[config.mk]
export PLATFORM = sky130hd
export DESIGN_NAME = mux_nto1_stream_flat
export DESIGN_NICKNAME = d
export VERILOG_FILES = /design/src/rtl/mux_nto1_stream_if.sv /design/src/rtl/mux_nto1_stream.sv /design/src/flat_wrapper.sv
export SDC_FILE = /design/constraint.sdc
export NUM_CORES = 1
export LEC_CHECK = 0
export BUFFER_PORTS_ARGS = -buffer_cell sky130_fd_sc_hd__buf_2
export CORE_ASPECT_RATIO = 1.2
export CORE_MARGIN = 3
export CORE_UTILIZATION = 40
export CTS_CLUSTER_SIZE = 8
export DETAILED_ROUTE_END_ITERATION = 6
export GPL_TIMING_DRIVEN = 0
export PLACE_DENSITY_LB_ADDON = 0.15
export RECOVER_POWER = 50
export REMOVE_ABC_BUFFERS = 1
export SYNTH_ARGS = -nofsm -noshare
export SYNTH_HDL_FRONTEND = slang
export SYNTH_SLANG_ARGS = --single-unit
[constraint.sdc]
create_clock -name i_clk -period 1.6 [get_ports i_clk]
set_clock_uncertainty 0.15 [all_clocks]
set_input_delay 0.16 -clock i_clk [delete_from_list [all_inputs] [get_ports i_clk]]
set_output_delay 0.16 -clock i_clk [all_outputs]
set_load 0.01 [all_outputs]
[src/rtl/mux_nto1_stream_if.sv]
// ============================================================================
// Module   : mux_nto1_stream_if
// Brief    : Handshake bundle for the N:1 stream mux: N producer channels in,
//            one registered consumer stream out.
// Revision : 1.0 - initial release
// ============================================================================
`default_nettype none

interface mux_nto1_stream_if #(
  parameter int WIDTH  = 32,
  parameter int NUM_CH = 4,
  parameter int SEL_W  = $clog2(NUM_CH)
);
  logic [NUM_CH*WIDTH-1:0] i_data;
  logic [NUM_CH-1:0]       i_valid;
  logic [NUM_CH-1:0]       o_ready;
  logic [SEL_W-1:0]        i_sel;
  logic [WIDTH-1:0]        o_data;
  logic                    o_valid;
  logic                    i_ready;
  logic [SEL_W-1:0]        o_ch;

  // master = producers/consumer side, slave = the mux itself
  modport master (
    output i_data, i_valid, i_sel, i_ready,
    input  o_ready, o_data, o_valid, o_ch
  );

  modport slave (
    input  i_data, i_valid, i_sel, i_ready,
    output o_ready, o_data, o_valid, o_ch
  );
endinterface

`default_nettype wire

[src/rtl/mux_nto1_stream.sv]
// ============================================================================
// Module   : mux_nto1_stream
// Brief    : N-channel valid/ready stream mux (explicit select or round-robin)
//            feeding one registered output stage with backpressure.
// Revision : 1.0 - initial release
// ============================================================================
`default_nettype none

module mux_nto1_stream #(
  parameter int WIDTH  = 32,
  parameter int NUM_CH = 4,
  parameter int MODE   = 0,
  parameter int SEL_W  = $clog2(NUM_CH)
) (
  input  logic              i_clk,
  input  logic              i_reset,
  mux_nto1_stream_if.slave  bus
);

  logic              load_en;
  logic [SEL_W-1:0]  grant;
  logic              grant_valid;
  logic [WIDTH-1:0]  sel_data;
  logic [NUM_CH-1:0] ready;
  logic              in_xfer;

  logic [WIDTH-1:0]  data_q, data_d;
  logic [SEL_W-1:0]  ch_q, ch_d;
  logic              valid_q, valid_d;

  assign load_en = !valid_q || bus.i_ready;

  generate
    if (MODE == 0) begin : g_sel
      logic [SEL_W:0] sel_ext;
      assign sel_ext     = {1'b0, bus.i_sel};
      assign grant       = bus.i_sel;
      assign grant_valid = (sel_ext < (SEL_W+1)'(NUM_CH));
    end else begin : g_rr
      logic [SEL_W-1:0] ptr_q, ptr_d;
      logic             unused_sel;
      assign unused_sel = ^bus.i_sel;

      // first valid channel strictly after the last granted one
      always_comb begin
        int idx;
        idx         = 0;
        grant       = '0;
        grant_valid = 1'b0;
        for (int i = 1; i <= NUM_CH; i++) begin
          idx = (int'(ptr_q) + i) % NUM_CH;
          if (!grant_valid && bus.i_valid[idx]) begin
            grant       = SEL_W'(idx);
            grant_valid = 1'b1;
          end
        end
      end

      assign ptr_d = in_xfer ? grant : ptr_q;

      always_ff @(posedge i_clk or posedge i_reset) begin
        if (i_reset) ptr_q <= SEL_W'(NUM_CH - 1);
        else         ptr_q <= ptr_d;
      end
    end
  endgenerate

  // out-of-range grants match no channel, so they neither select data nor raise ready
  always_comb begin
    ready    = '0;
    sel_data = '0;
    for (int k = 0; k < NUM_CH; k++) begin
      if (grant == SEL_W'(k)) begin
        sel_data = bus.i_data[k*WIDTH +: WIDTH];
        ready[k] = !i_reset && load_en && grant_valid;
      end
    end
  end

  assign in_xfer = |(bus.i_valid & ready);

  always_comb begin
    data_d  = data_q;
    ch_d    = ch_q;
    valid_d = valid_q;
    if (in_xfer) begin
      data_d  = sel_data;
      ch_d    = grant;
      valid_d = 1'b1;
    end else if (bus.i_ready) begin
      valid_d = 1'b0;
    end
  end

  always_ff @(posedge i_clk or posedge i_reset) begin
    if (i_reset) begin
      data_q  <= '0;
      ch_q    <= '0;
      valid_q <= 1'b0;
    end else begin
      data_q  <= data_d;
      ch_q    <= ch_d;
      valid_q <= valid_d;
    end
  end

  assign bus.o_ready = ready;
  assign bus.o_data  = data_q;
  assign bus.o_ch    = ch_q;
  assign bus.o_valid = valid_q;

endmodule

`default_nettype wire

[src/flat_wrapper.sv]
// flat-port wrapper written by rule: the top's interface ports become plain ports
module mux_nto1_stream_flat 
#(
  parameter int WIDTH  = 32,
  parameter int NUM_CH = 4,
  parameter int MODE   = 0,
  parameter int SEL_W  = $clog2(NUM_CH)
)
  (i_clk, i_reset, bus_i_data, bus_i_valid, bus_i_sel, bus_i_ready, bus_o_ready, bus_o_data, bus_o_valid, bus_o_ch);
  mux_nto1_stream_if #(.WIDTH(WIDTH), .NUM_CH(NUM_CH), .SEL_W(SEL_W)) bus_i ();
  input  logic i_clk;
  input  logic i_reset;
  input wire logic [$bits(bus_i.i_data)-1:0] bus_i_data;
  input wire logic [$bits(bus_i.i_valid)-1:0] bus_i_valid;
  input wire logic [$bits(bus_i.i_sel)-1:0] bus_i_sel;
  input wire logic [$bits(bus_i.i_ready)-1:0] bus_i_ready;
  output wire logic [$bits(bus_i.o_ready)-1:0] bus_o_ready;
  output wire logic [$bits(bus_i.o_data)-1:0] bus_o_data;
  output wire logic [$bits(bus_i.o_valid)-1:0] bus_o_valid;
  output wire logic [$bits(bus_i.o_ch)-1:0] bus_o_ch;
  assign bus_i.i_data = bus_i_data;
  assign bus_i.i_valid = bus_i_valid;
  assign bus_i.i_sel = bus_i_sel;
  assign bus_i.i_ready = bus_i_ready;
  assign bus_o_ready = bus_i.o_ready;
  assign bus_o_data = bus_i.o_data;
  assign bus_o_valid = bus_i.o_valid;
  assign bus_o_ch = bus_i.o_ch;
  mux_nto1_stream #(.WIDTH(WIDTH), .NUM_CH(NUM_CH), .MODE(MODE), .SEL_W(SEL_W)) u_core (.i_clk(i_clk), .i_reset(i_reset), .bus(bus_i));
endmodule
## Word-level counts from Yosys, hierarchy flattened

Index checks and enable logic that the tools add are counted.

| storage, ports and cells | value |
|---|---|
| bits in registers | 35 |
| input port bits | 137 |
| word-level logic and storage cells | 26 |

| cells by class | value |
|---|---|
| bitwise logic cells | 1 |
| muxes and demuxes | 10 |
| magnitude comparators | 1 |
| reductions and logical operators | 8 |
| eq/ne operators | 3 |

Operators by type and width:

| operator | number |
|---|---|
| two-way mux 32 bit | 4 |
| two-way mux 1 bit | 6 |
| AND 4 bit | 1 |
| == test 2 bit (second input constant) | 2 |
| OR reduction 4 bit | 1 |
| less-than comparator 2 x 3 -> 1 bit (second input constant) | 1 |
| == test 2 x 1 -> 1 bit (second input constant) | 1 |
| logical AND 1 bit | 2 |
| zero test 1 bit | 2 |
| zero test 2 bit | 1 |
| nonzero test 2 bit | 1 |
| logical OR 1 bit | 1 |

## Depth between registers and ports, before layout

Gate-level depths: netlist of the first run.

| logic depth | value |
|---|---|
| depth in word-level cells | 8 |
| depth in mapped cells | 5 |

## Least setup slack after synthesis of the first run

OpenSTA, ideal clock, no wires.

| timing path | value |
|---|---|
| path kind | input to register |
| start | input port i_reset |
| end | register u_core.data_q[10] (netlist: u_core.bus.o_data[10]) |
| buffers on the path | 1 |
| setup time | 125 ps |
| slack | -14 ps |
| stages on the path | 4 |
| data arrival time | 1339 ps |
| required time | 1325 ps |
| path through | inv_2 nand3_4 buf_6 mux2_4 |

| on the way | value |
|---|---|
| word-level cells in the longest chain between the ends | 6 |
| elaborated cells between the ends (all ways) | 9 |
| classes of those cells | mux: 4; bitwise: 1; reduce/logical: 4 |

Ends and longest elaborated chain:

| what | RTL line | RTL |
|---|---|---|
| start, declared | flat_wrapper.sv:12 | `input logic i_reset;` |
| zero test 1 bit * | mux_nto1_stream.sv:75 | `ready[k] = !i_reset && load_en && grant_valid;` |
| logical AND 1 bit * (2 in a row) | mux_nto1_stream.sv:75 |  |
| two-way mux 1 bit | mux_nto1_stream.sv:73 | `if (grant == SEL_W'(k)) begin` |
| AND 4 bit * | mux_nto1_stream.sv:80 | `assign in_xfer = \|(bus.i_valid & ready);` |
| OR reduction 4 bit * | mux_nto1_stream.sv:80 |  |
| end signal, assigned | mux_nto1_stream.sv:101 | `data_q <= data_d;` |
| end, declared | mux_nto1_stream.sv:27 | `logic [WIDTH-1:0] data_q, data_d;` |

Mark *: on every way between the ends. The rest lies on a longest branch, timed or not.
A chain may end at the register's enable or synchronous reset.

## Worst setup path in the final report of the first run

| timing path | value |
|---|---|
| start | register u_core.valid_q (netlist: u_core.bus.o_valid) |
| end | output port bus_o_ready[1] |

| on the way | value |
|---|---|
| word-level cells in the longest chain between the ends | 5 |

Ends and longest elaborated chain:

| what | RTL line | RTL |
|---|---|---|
| start, declared | mux_nto1_stream.sv:29 | `logic valid_q, valid_d;` |
| start signal, assigned | mux_nto1_stream.sv:103 | `valid_q <= valid_d;` |
| zero test 1 bit | mux_nto1_stream.sv:31 | `assign load_en = !valid_q \|\| bus.i_ready;` |
| logical OR 1 bit | mux_nto1_stream.sv:31 |  |
| logical AND 1 bit (2 in a row) | mux_nto1_stream.sv:75 |  |
| two-way mux 1 bit | mux_nto1_stream.sv:73 |  |
| end, declared | flat_wrapper.sv:17 | `output wire logic [$bits(bus_i.o_ready)-1:0] bus_o_ready;` |

No other way between the ends.

==> results of run 1 <==
[through the flow]
step | utilization [%] | TNS [ns] | worst slack, ns | instances | cell area [um2]
floorplan | - | -7.72 | -0.254 | 117 | 2210
global placement | 58.2 | -40.40 | -1.19 | 354 | 3170
detailed placement | 58.2 | -42.44 | -1.25 | 354 | 3170
CTS | 61.5 | -0.281 | -0.0314 | 364 | 3350
global route | 62.4 | -0.0277 | -0.0155 | 365 | 3390
finish | 62.4 | 0 | 0.0526 | 365 | 3390
[sequential cells by signal, indices dropped and copies added (netlist names)]
name / cells
u_core.bus.o_data: 32
u_core.bus.o_ch: 2
u_core.bus.o_valid: 1
[path summary, 6_finish.rpt]
path                                      startpoint               endpoint  slack, ns  cells past startpoint
worst max-delay path              u_core.bus.o_valid         bus_o_ready[1]       0.05                      4
worst min-delay path                         i_reset   u_core.bus.o_data[6]      -0.28                      2
worst max register to register    u_core.bus.o_valid  u_core.bus.o_data[27]       0.16                      3
worst min register to register  u_core.bus.o_data[1]   u_core.bus.o_data[1]       0.33                      1
max in group asynchronous                    i_reset  u_core.bus.o_data[31]       1.29                      2
min in group i_clk                       bus_i_ready     u_core.bus.o_valid       0.06                      3
[metal layers]
metal	track usage, %	vias to the layer above
li1	-	891
met3	3.37	9
met5	0	-
met2	30.0	96
met4	7.15	0
met1	17.8	925
[what timing repair did]
item | in CTS | in global routing
pin swaps | 1 | 0
gates cloned | 1 | 1
setup endpoints to repair | 39 | 34
gates resized for setup | 10 | 6
hold endpoints to repair | 35 | 35
buffers inserted | 2 | 0
[placed cells by master (no fill, tap or decap)]
| cell type | count |
|---|---|
| sky130_fd_sc_hd__clkbuf_8 | 6 |
| sky130_fd_sc_hd__mux2_1 | 12 |
| sky130_fd_sc_hd__nand2_1 | 1 |
| sky130_fd_sc_hd__mux4_1 | 19 |
| sky130_fd_sc_hd__a31oi_1 | 1 |
| sky130_fd_sc_hd__buf_12 | 2 |
| sky130_fd_sc_hd__nand3_4 | 2 |
| sky130_fd_sc_hd__nand3_1 | 1 |
| sky130_fd_sc_hd__nand2b_4 | 1 |
| sky130_fd_sc_hd__buf_2 | 173 |
| sky130_fd_sc_hd__dfrtp_1 | 35 |
| sky130_fd_sc_hd__nand2_2 | 1 |
| sky130_fd_sc_hd__clkbuf_16 | 1 |
| sky130_fd_sc_hd__nor3_2 | 3 |
| sky130_fd_sc_hd__mux2_4 | 12 |
| sky130_fd_sc_hd__o2bb2ai_1 | 1 |
| sky130_fd_sc_hd__clkinv_2 | 1 |
| sky130_fd_sc_hd__buf_16 | 1 |
| sky130_fd_sc_hd__buf_6 | 1 |
| sky130_fd_sc_hd__inv_1 | 2 |
| sky130_fd_sc_hd__mux2_2 | 11 |
| sky130_fd_sc_hd__mux4_2 | 14 |
| sky130_fd_sc_hd__inv_6 | 1 |
| sky130_fd_sc_hd__nor3_1 | 1 |
[layout make-up]
type	instances	share of cell area, %
Clock buffer	6	2.43
Multi-Input combinational cell	80	40.3
Timing Repair Buffer	178	28.6
Sequential cell	35	25.8
Inverter	3	0.479
Tap cell	62	2.29
Clock inverter	1	0.147
[logic make-up after synthesis]
logic type	Yosys count	share of synthesized area [%]
AO/OA/AOI/OAI	2	0.653
buffers and inverters	14	4.35
multiplexers	68	54.5
AND/OR/NAND/NOR	9	2.45
flip-flops	35	38.1
[worst max-delay path: cells and delay by family, from the launching register on]
family                 cells  cell delay, ns
AND/OR/NAND/NOR            3            0.39
flip-flops                 1            0.40
buffers and inverters      1            0.16
[report_power, final]
group | switching (mW) | internal (mW)
registers | 0.117 | 1.13
logic | 0.474 | 0.680
clock network | 0.300 | 0.337
[Yosys cell counts (all sizes together)]
cell type  instances  area [um2]
a31oi              1        6.26
clkbuf             2        7.51
nand2              2        7.51
inv                3        11.3
o2bb2ai            1        8.76
mux4              33         815
buf                9        81.3
mux2              35         439
nand3              2        22.5
nand2b             1        6.26
nor3               4        20.0
dfrtp             35         876
==> impl_results.md, run 1 <==
- Clock Sink Count: 35
- Data arrival time of the worst path: 1.24 ns
- Tmin final: 1.55 ns
- H-tree depth: 2
- IR Drop Worst-Case VDD: 384 uV
- Critical-path top delay cell: sky130_fd_sc_hd__dfrtp_1
- Capturing element type of the critical path: output port
- Number of design rule violations left after detail routing: 0
- Critical path class: reg2out
- Global-route wire length before repair: a little over 8000 um
- Post-route fraction of the period consumed by the critical path: 96.7%
- Number of nets with antenna violations after detailed routing: 0
- Kind of path behind the tightest hold check: in2async
- Share of layout cells above drive strength 1: 75.9%
- Initial antenna violation count: 0
- Relative max-transition margin: 74.9%
- Ratio of routed vias to standard cells: 5.26
- Area growth, synth to finish: 47.5%
- Post-layout power: 3.04 mW
- Mean Syn Cell Area: 18.0 um2
- Power per standard cell area: 896 nW/um2
- Register area share after synthesis: 38.1%
- Worst Path Max Fanout: 6
- Port-buffer cells: 175
- Detailed-router iteration count before antenna repair: 4
- Hold Vio Cnt, Final: 35
- Final GP Congestion: 0.725
- Routed metal-1 wirelength: 2120 um
- CTS max path bufs: 2
- Fill cell count: approximately 440
- Die Ht: 89.1 um
- Clock latency reported for the late side of the worst-skew pair: 0.28 ns
- Routed Wire Length: 5950 um
- Number of global-route vias before repair: 1,852
- Unrepaired setup endpoints after global routing: yes
- Met2 Wirelength: 3270 um
- Outcome: finished, violations left
- Cell count after synthesis: 128
- Aggregate global-route resource usage: about 16%
- Clock transition time at the flip-flop clock pins of the worst setup and hold paths: around 0.07 ns
- Detailed Place HPWL: 4300 um
- I/O pin count: ~180
- Static leakage: 1.74 nW
- Critical path's largest stage delay: around 0.4 ns
- Iteration-0 DRC Markers: 29
- Required time at the endpoint of the critical path: 1.29 ns
- WL/cell: 16.3 um
- Crit-path cells: nand2b_4, nand2_2, nor3_1, buf_2
- Synthesis warning total: 0
- Pin count of the biggest net entering global routing: 41
- Yosys reg bits: 35
- Distinct cells, synth: 19
- Area taken by multi-input logic gates: roughly 1400 um2
- Register cell area after layout: between 800 and 900 um2
- Met3 routed wirelength: 448 um
- Number of standard-cell rows in the floorplan: 29
- Total via count after detailed routing: 1,921
- Area of the core region: about 5400 um2
- Initial Utilization: 42.3%
- Violated checks: negative hold slack
- Gr ovfl total: 0
- Total Die Area: 6700 um2
- Top sig layer: met4
- Nets@finish: 440
- Diode count: 0
- Worst hold slack: -0.277 ns
- Transition at the pin with the smallest max-transition slack: 0.376 ns
- Critical Path Source Type: register
- Final setup violation count: 0
- Max_cap viols: 0
- Cell Area, Synth: approximately 2300 um2
- Highest Clock Rate: 0.646 GHz
- Number of slew-limit violations in the final report: 0
- Buffer cell driving the clock tree root: sky130_fd_sc_hd__clkbuf_8
- Width of the die: 75.2 um
- Number of clock buffers inserted by TritonCTS: 5
- Clock tree from TritonCTS: built
No activity file was read; power rests on OpenSTA's default activity.
==> run 2, diff against run 1 <==
ABC_AREA = 1   (was default)
CTS_CLUSTER_SIZE = default   (was 8)
PLACE_DENSITY_LB_ADDON = 0.08   (was 0.15)
==> impl_results.md, run 2 <==
- Outcome: finished, violations left (unchanged)
- Violated checks: negative setup slack (was negative hold slack)
- Number of design rule violations left after detail routing: 0 (unchanged)
- Detailed Place HPWL: 5290 um (was 4300 um)
- Post-synthesis compound-gate area fraction: 7.76% (was 0.653%)
- Unrepaired setup endpoints after global routing: yes (unchanged)
- Total Die Area: 6410 um2 (was 6700 um2)
- GR Util met1: 32.6% (was 17.8%)
- Placed instance count: 557 (was 354)
- Mean Syn Cell Area: 6.41 um2 (was 18.0 um2)
- Post-layout power: 3.08 mW (was 3.04 mW)
- Register area share after synthesis: 40.0% (was 38.1%)
- Highest-utilization routing layer at the global route stage: met2 (unchanged)
- Number of global-route vias before repair: 2,915 (was 1,852)
- Global-route wire length before repair: 13,700 um (was 8130 um)
- Most frequent cells in the layout: sky130_fd_sc_hd__nand2_1, sky130_fd_sc_hd__buf_2, sky130_fd_sc_hd__dfrtp_1, sky130_fd_sc_hd__nand4_1, sky130_fd_sc_hd__o21ai_0 (was sky130_fd_sc_hd__buf_2, sky130_fd_sc_hd__dfrtp_1, sky130_fd_sc_hd__mux4_1, sky130_fd_sc_hd__mux4_2)
- Port-buffer cells: 175 (unchanged)
- M3 GR Usage: 5.66% (was 3.37%)
- Final worst slack: -0.0689 ns (was 0.0526 ns)
- Share of layout cells above drive strength 1: 43.9% (was 75.9%)
- Final non-filler cell total: 600 (was 365)
- Async SR Flop Fraction: 100% (unchanged)
- Post-synth EDFFs: 0 (unchanged)
- Nets@finish: 677 (was 440)
- Data arrival time of the worst path: 1.36 ns (was 1.24 ns)
- Gr ovfl total: 0 (unchanged)
- Worst Path Max Fanout: 4 (was 6)
- Most frequent standard cell in the layout excluding fill and tap cells: sky130_fd_sc_hd__nand2_1 (was sky130_fd_sc_hd__buf_2)
- Post-Route Setup TNS: -1.38 ns (was 0 ns)
- Highest Clock Rate: 0.599 GHz (was 0.646 GHz)
- Number of clock buffers inserted by TritonCTS: 5 (unchanged)
- Final setup violation count: 39 (was 0)
- Most frequent cell after synthesis: sky130_fd_sc_hd__nand2_1 (was sky130_fd_sc_hd__dfrtp_1)
- Placement Cell Area: 3080 um2 (was 3170 um2)
- Cell count after synthesis: 342 (was 128)
- Clock Sink Count: 35 (unchanged)
- Clock tree from TritonCTS: built (unchanged)
- Aggregate global-route resource usage: 28.0% (was 16.3%)
- Number of nets with antenna violations after detailed routing: 0 (unchanged)
- Clock transition time at the flip-flop clock pins of the worst setup and hold paths: 0.07 ns (about the same)
- Distinct cells, synth: 17 (was 19)
- Hold Vio Cnt, Final: 0 (was 35)
- Primary FF master, synth: sky130_fd_sc_hd__dfrtp_1 (unchanged)
- Power per standard cell area: 838 nW/um2 (was 896 nW/um2)
- Max reg flops: 32 (unchanged)
- Number of standard-cell rows in the floorplan: 28 (was 29)
- Diode count: 0 (unchanged)
- Number of slew-limit violations in the final report: 0 (unchanged)
- Die Ht: 87.1 um (was 89.1 um)
- Post-synth top area share: 40.0% (was 38.1%)
- Max_cap viols: 0 (unchanged)
- Adder-Cell Fraction of Synth Area: 0% (unchanged)
- GRT met2 Usage: 50.6% (was 30.0%)
- Area growth, synth to finish: 67.6% (was 47.5%)
- Iteration-0 DRC Markers: 186 (was 29)
- Pin count of the biggest net entering global routing: 34 (was 41)
- Initial Utilization: 42.9% (was 42.3%)
- Leading post-synthesis cells by cell area: sky130_fd_sc_hd__dfrtp_1, sky130_fd_sc_hd__nand2_1, sky130_fd_sc_hd__nand4_1 (was sky130_fd_sc_hd__dfrtp_1, sky130_fd_sc_hd__mux4_1, sky130_fd_sc_hd__mux4_2)
- Critical path class: reg2out (unchanged)
- Simple-gate share of the synthesized area: 46.8% (was 2.45%)
- Yosys reg bits: 35 (unchanged)
- Buffer cell driving the clock tree root: sky130_fd_sc_hd__clkbuf_8 (unchanged)
- Transition at the pin with the smallest max-transition slack: 0.904 ns (was 0.376 ns)
- Routed Wire Length: 9930 um (was 5950 um)
- Tmin final: 1.67 ns (was 1.55 ns)
- Kind of path behind the tightest hold check: in2reg (was in2async)
- Static leakage: 1.96 nW (was 1.74 nW)
- Critical Path Source Type: register (unchanged)
- Width of the die: 73.6 um (was 75.2 um)
- Cell Area, Synth: 2190 um2 (was 2300 um2)
- Total via count after detailed routing: 3,181 (was 1,921)
- Required time at the endpoint of the critical path: 1.29 ns (about the same)
- Area of the core region: 5110 um2 (was 5440 um2)
- Relative max-transition margin: 39.4% (was 74.9%)
- WL/cell: 16.6 um (was 16.3 um)
- Ratio of routed vias to standard cells: 5.30 (was 5.26)
- Detailed-router iteration count before antenna repair: 5 (was 4)
- Fraction of synthesized cell area in xor and xnor cells: 0% (unchanged)
- Capturing element type of the critical path: output port (unchanged)
- Main combinational cell family by area after synthesis: simple AND/OR/NAND/NOR gates (was multiplexers)
- Critical-path top delay cell: sky130_fd_sc_hd__dfrtp_1 (unchanged)
- Multiplexer fraction of the synthesized cell area: 0% (was 54.5%)
- Cell area after layout: 3670 um2 (was 3390 um2)
- Initial antenna violation count: 0 (unchanged)
- H-tree depth: 2 (unchanged)
- Synthesis warning total: 0 (unchanged)
- IR Drop Worst-Case VDD: 492 uV (was 384 uV)
- Post-route fraction of the period consumed by the critical path: 104% (was 96.7%)
- Post-synth top area cell: sky130_fd_sc_hd__dfrtp_1 (unchanged)
- Critical path's largest stage delay: 0.45 ns (was 0.40 ns)
- Worst hold slack: 0.0504 ns (was -0.277 ns)
- Clock latency reported for the late side of the worst-skew pair: 0.27 ns (was 0.28 ns)
- Crit-path cells: a21oi_4, inv_2, nor2_2, buf_2 (was nand2b_4, nand2_2, nor3_1, buf_2)
- Final GP Congestion: 0.751 (was 0.725)
- Most used standard cells in the synthesized netlist: sky130_fd_sc_hd__nand2_1, sky130_fd_sc_hd__dfrtp_1, sky130_fd_sc_hd__nand4_1 (was sky130_fd_sc_hd__dfrtp_1, sky130_fd_sc_hd__mux4_1, sky130_fd_sc_hd__mux4_2)
- I/O pin count: 176 (unchanged)
- CTS max path bufs: 2 (unchanged)
==> run 2: cell types whose count changed in the layout (fill, tap and decap cells not counted), sizes merged, moves of 2 or more <==
cell,change
mux2,-35
o21ai,+33
nand2,+202
buf,+2
mux4,-33
nor2,+8
clkinvlp,+2
nand4,+34
clkbuf,+23
inv,+3
dlygate4sd3,+2
==> run 2: path summary, 6_finish.rpt <==
check / start / end / slack [ns] / depth (start not counted)
setup / recovery: u_core.bus.o_valid / bus_o_ready[3] / -0.07 / 4
setup reg to reg: u_core.bus.o_valid / u_core.bus.o_data[16] / -0.06 / 8
hold / removal: bus_i_data[56] / u_core.bus.o_data[24] / 0.05 / 5
min in group asynchronous: i_reset / u_core.bus.o_data[30] / 0.50 / 4
max in group asynchronous: i_reset / u_core.bus.o_data[7] / 0.21 / 4
hold reg to reg: u_core.bus.o_data[20] / u_core.bus.o_data[20] / 0.33 / 2
==> run 2: kinds of logic (layout without fill, tap and decap cells) <==
family	after synthesis	in the layout
and+or+nand+nor	245	251
buffers and inverters	28	220
DFF	35	35
AOI/OAI and AO/OA	34	34
==> run 2: per-layer routing <==
layer	up-vias	share of wire, %
li1	1511	-
met1	1470	37
met4	0	1.6
met5	-	0
met3	18	8.4
met2	182	53
==> run 2: layout make-up <==
cell class                      instances  area, um2
Clock inverter                          1       5.00
Timing Repair Buffer                  205       1140
Inverter                                7       32.5
Sequential cell                        35        876
Clock buffer                            6       82.6
Multi-Input combinational cell        285       1460
Fill cell                             432       1440
Timing Repair inverter                  1       5.00
Tap cell                               60       75.1
==> run 2: per-stage QoR <==
stage	utilization, %	setup slack [ns]
4_1_cts	66.6	0.00802
3_3_place_gp	59.6	-2.30
2_1_floorplan	-	-0.935
3_5_place_dp	60.2	-1.72
6_report	71.8	-0.0689
5_1_grt	71.8	-0.129
==> run 2: what timing repair did <==
| action | CTS | global route |
|---|---|---|
| endpoints found under the hold margin | 35 | 0 |
| pin swaps | 11 | 9 |
| gates cloned | 6 | 2 |
| hold buffers | 2 | 0 |
| buffers inserted | 14 | 12 |
| setup endpoints to repair | 36 | 39 |
| gates resized for setup | 14 | 55 |
==> run 2: worst max-delay path: cells and delay by family, from the launching register on <==
kind | cells | cell delay, ns
flops | 1 | 0.45
compound gates | 1 | 0.26
buf+inv | 2 | 0.26
simple gates | 1 | 0.11
==> run 2: report_power, final <==
| group | switching [mW] | total (mW) | internal [mW] |
|---|---|---|---|
| Sequential | 0.152 | 1.26 | 1.11 |
| Clock | 0.300 | 0.637 | 0.338 |
| Combinational | 0.669 | 1.18 | 0.514 |
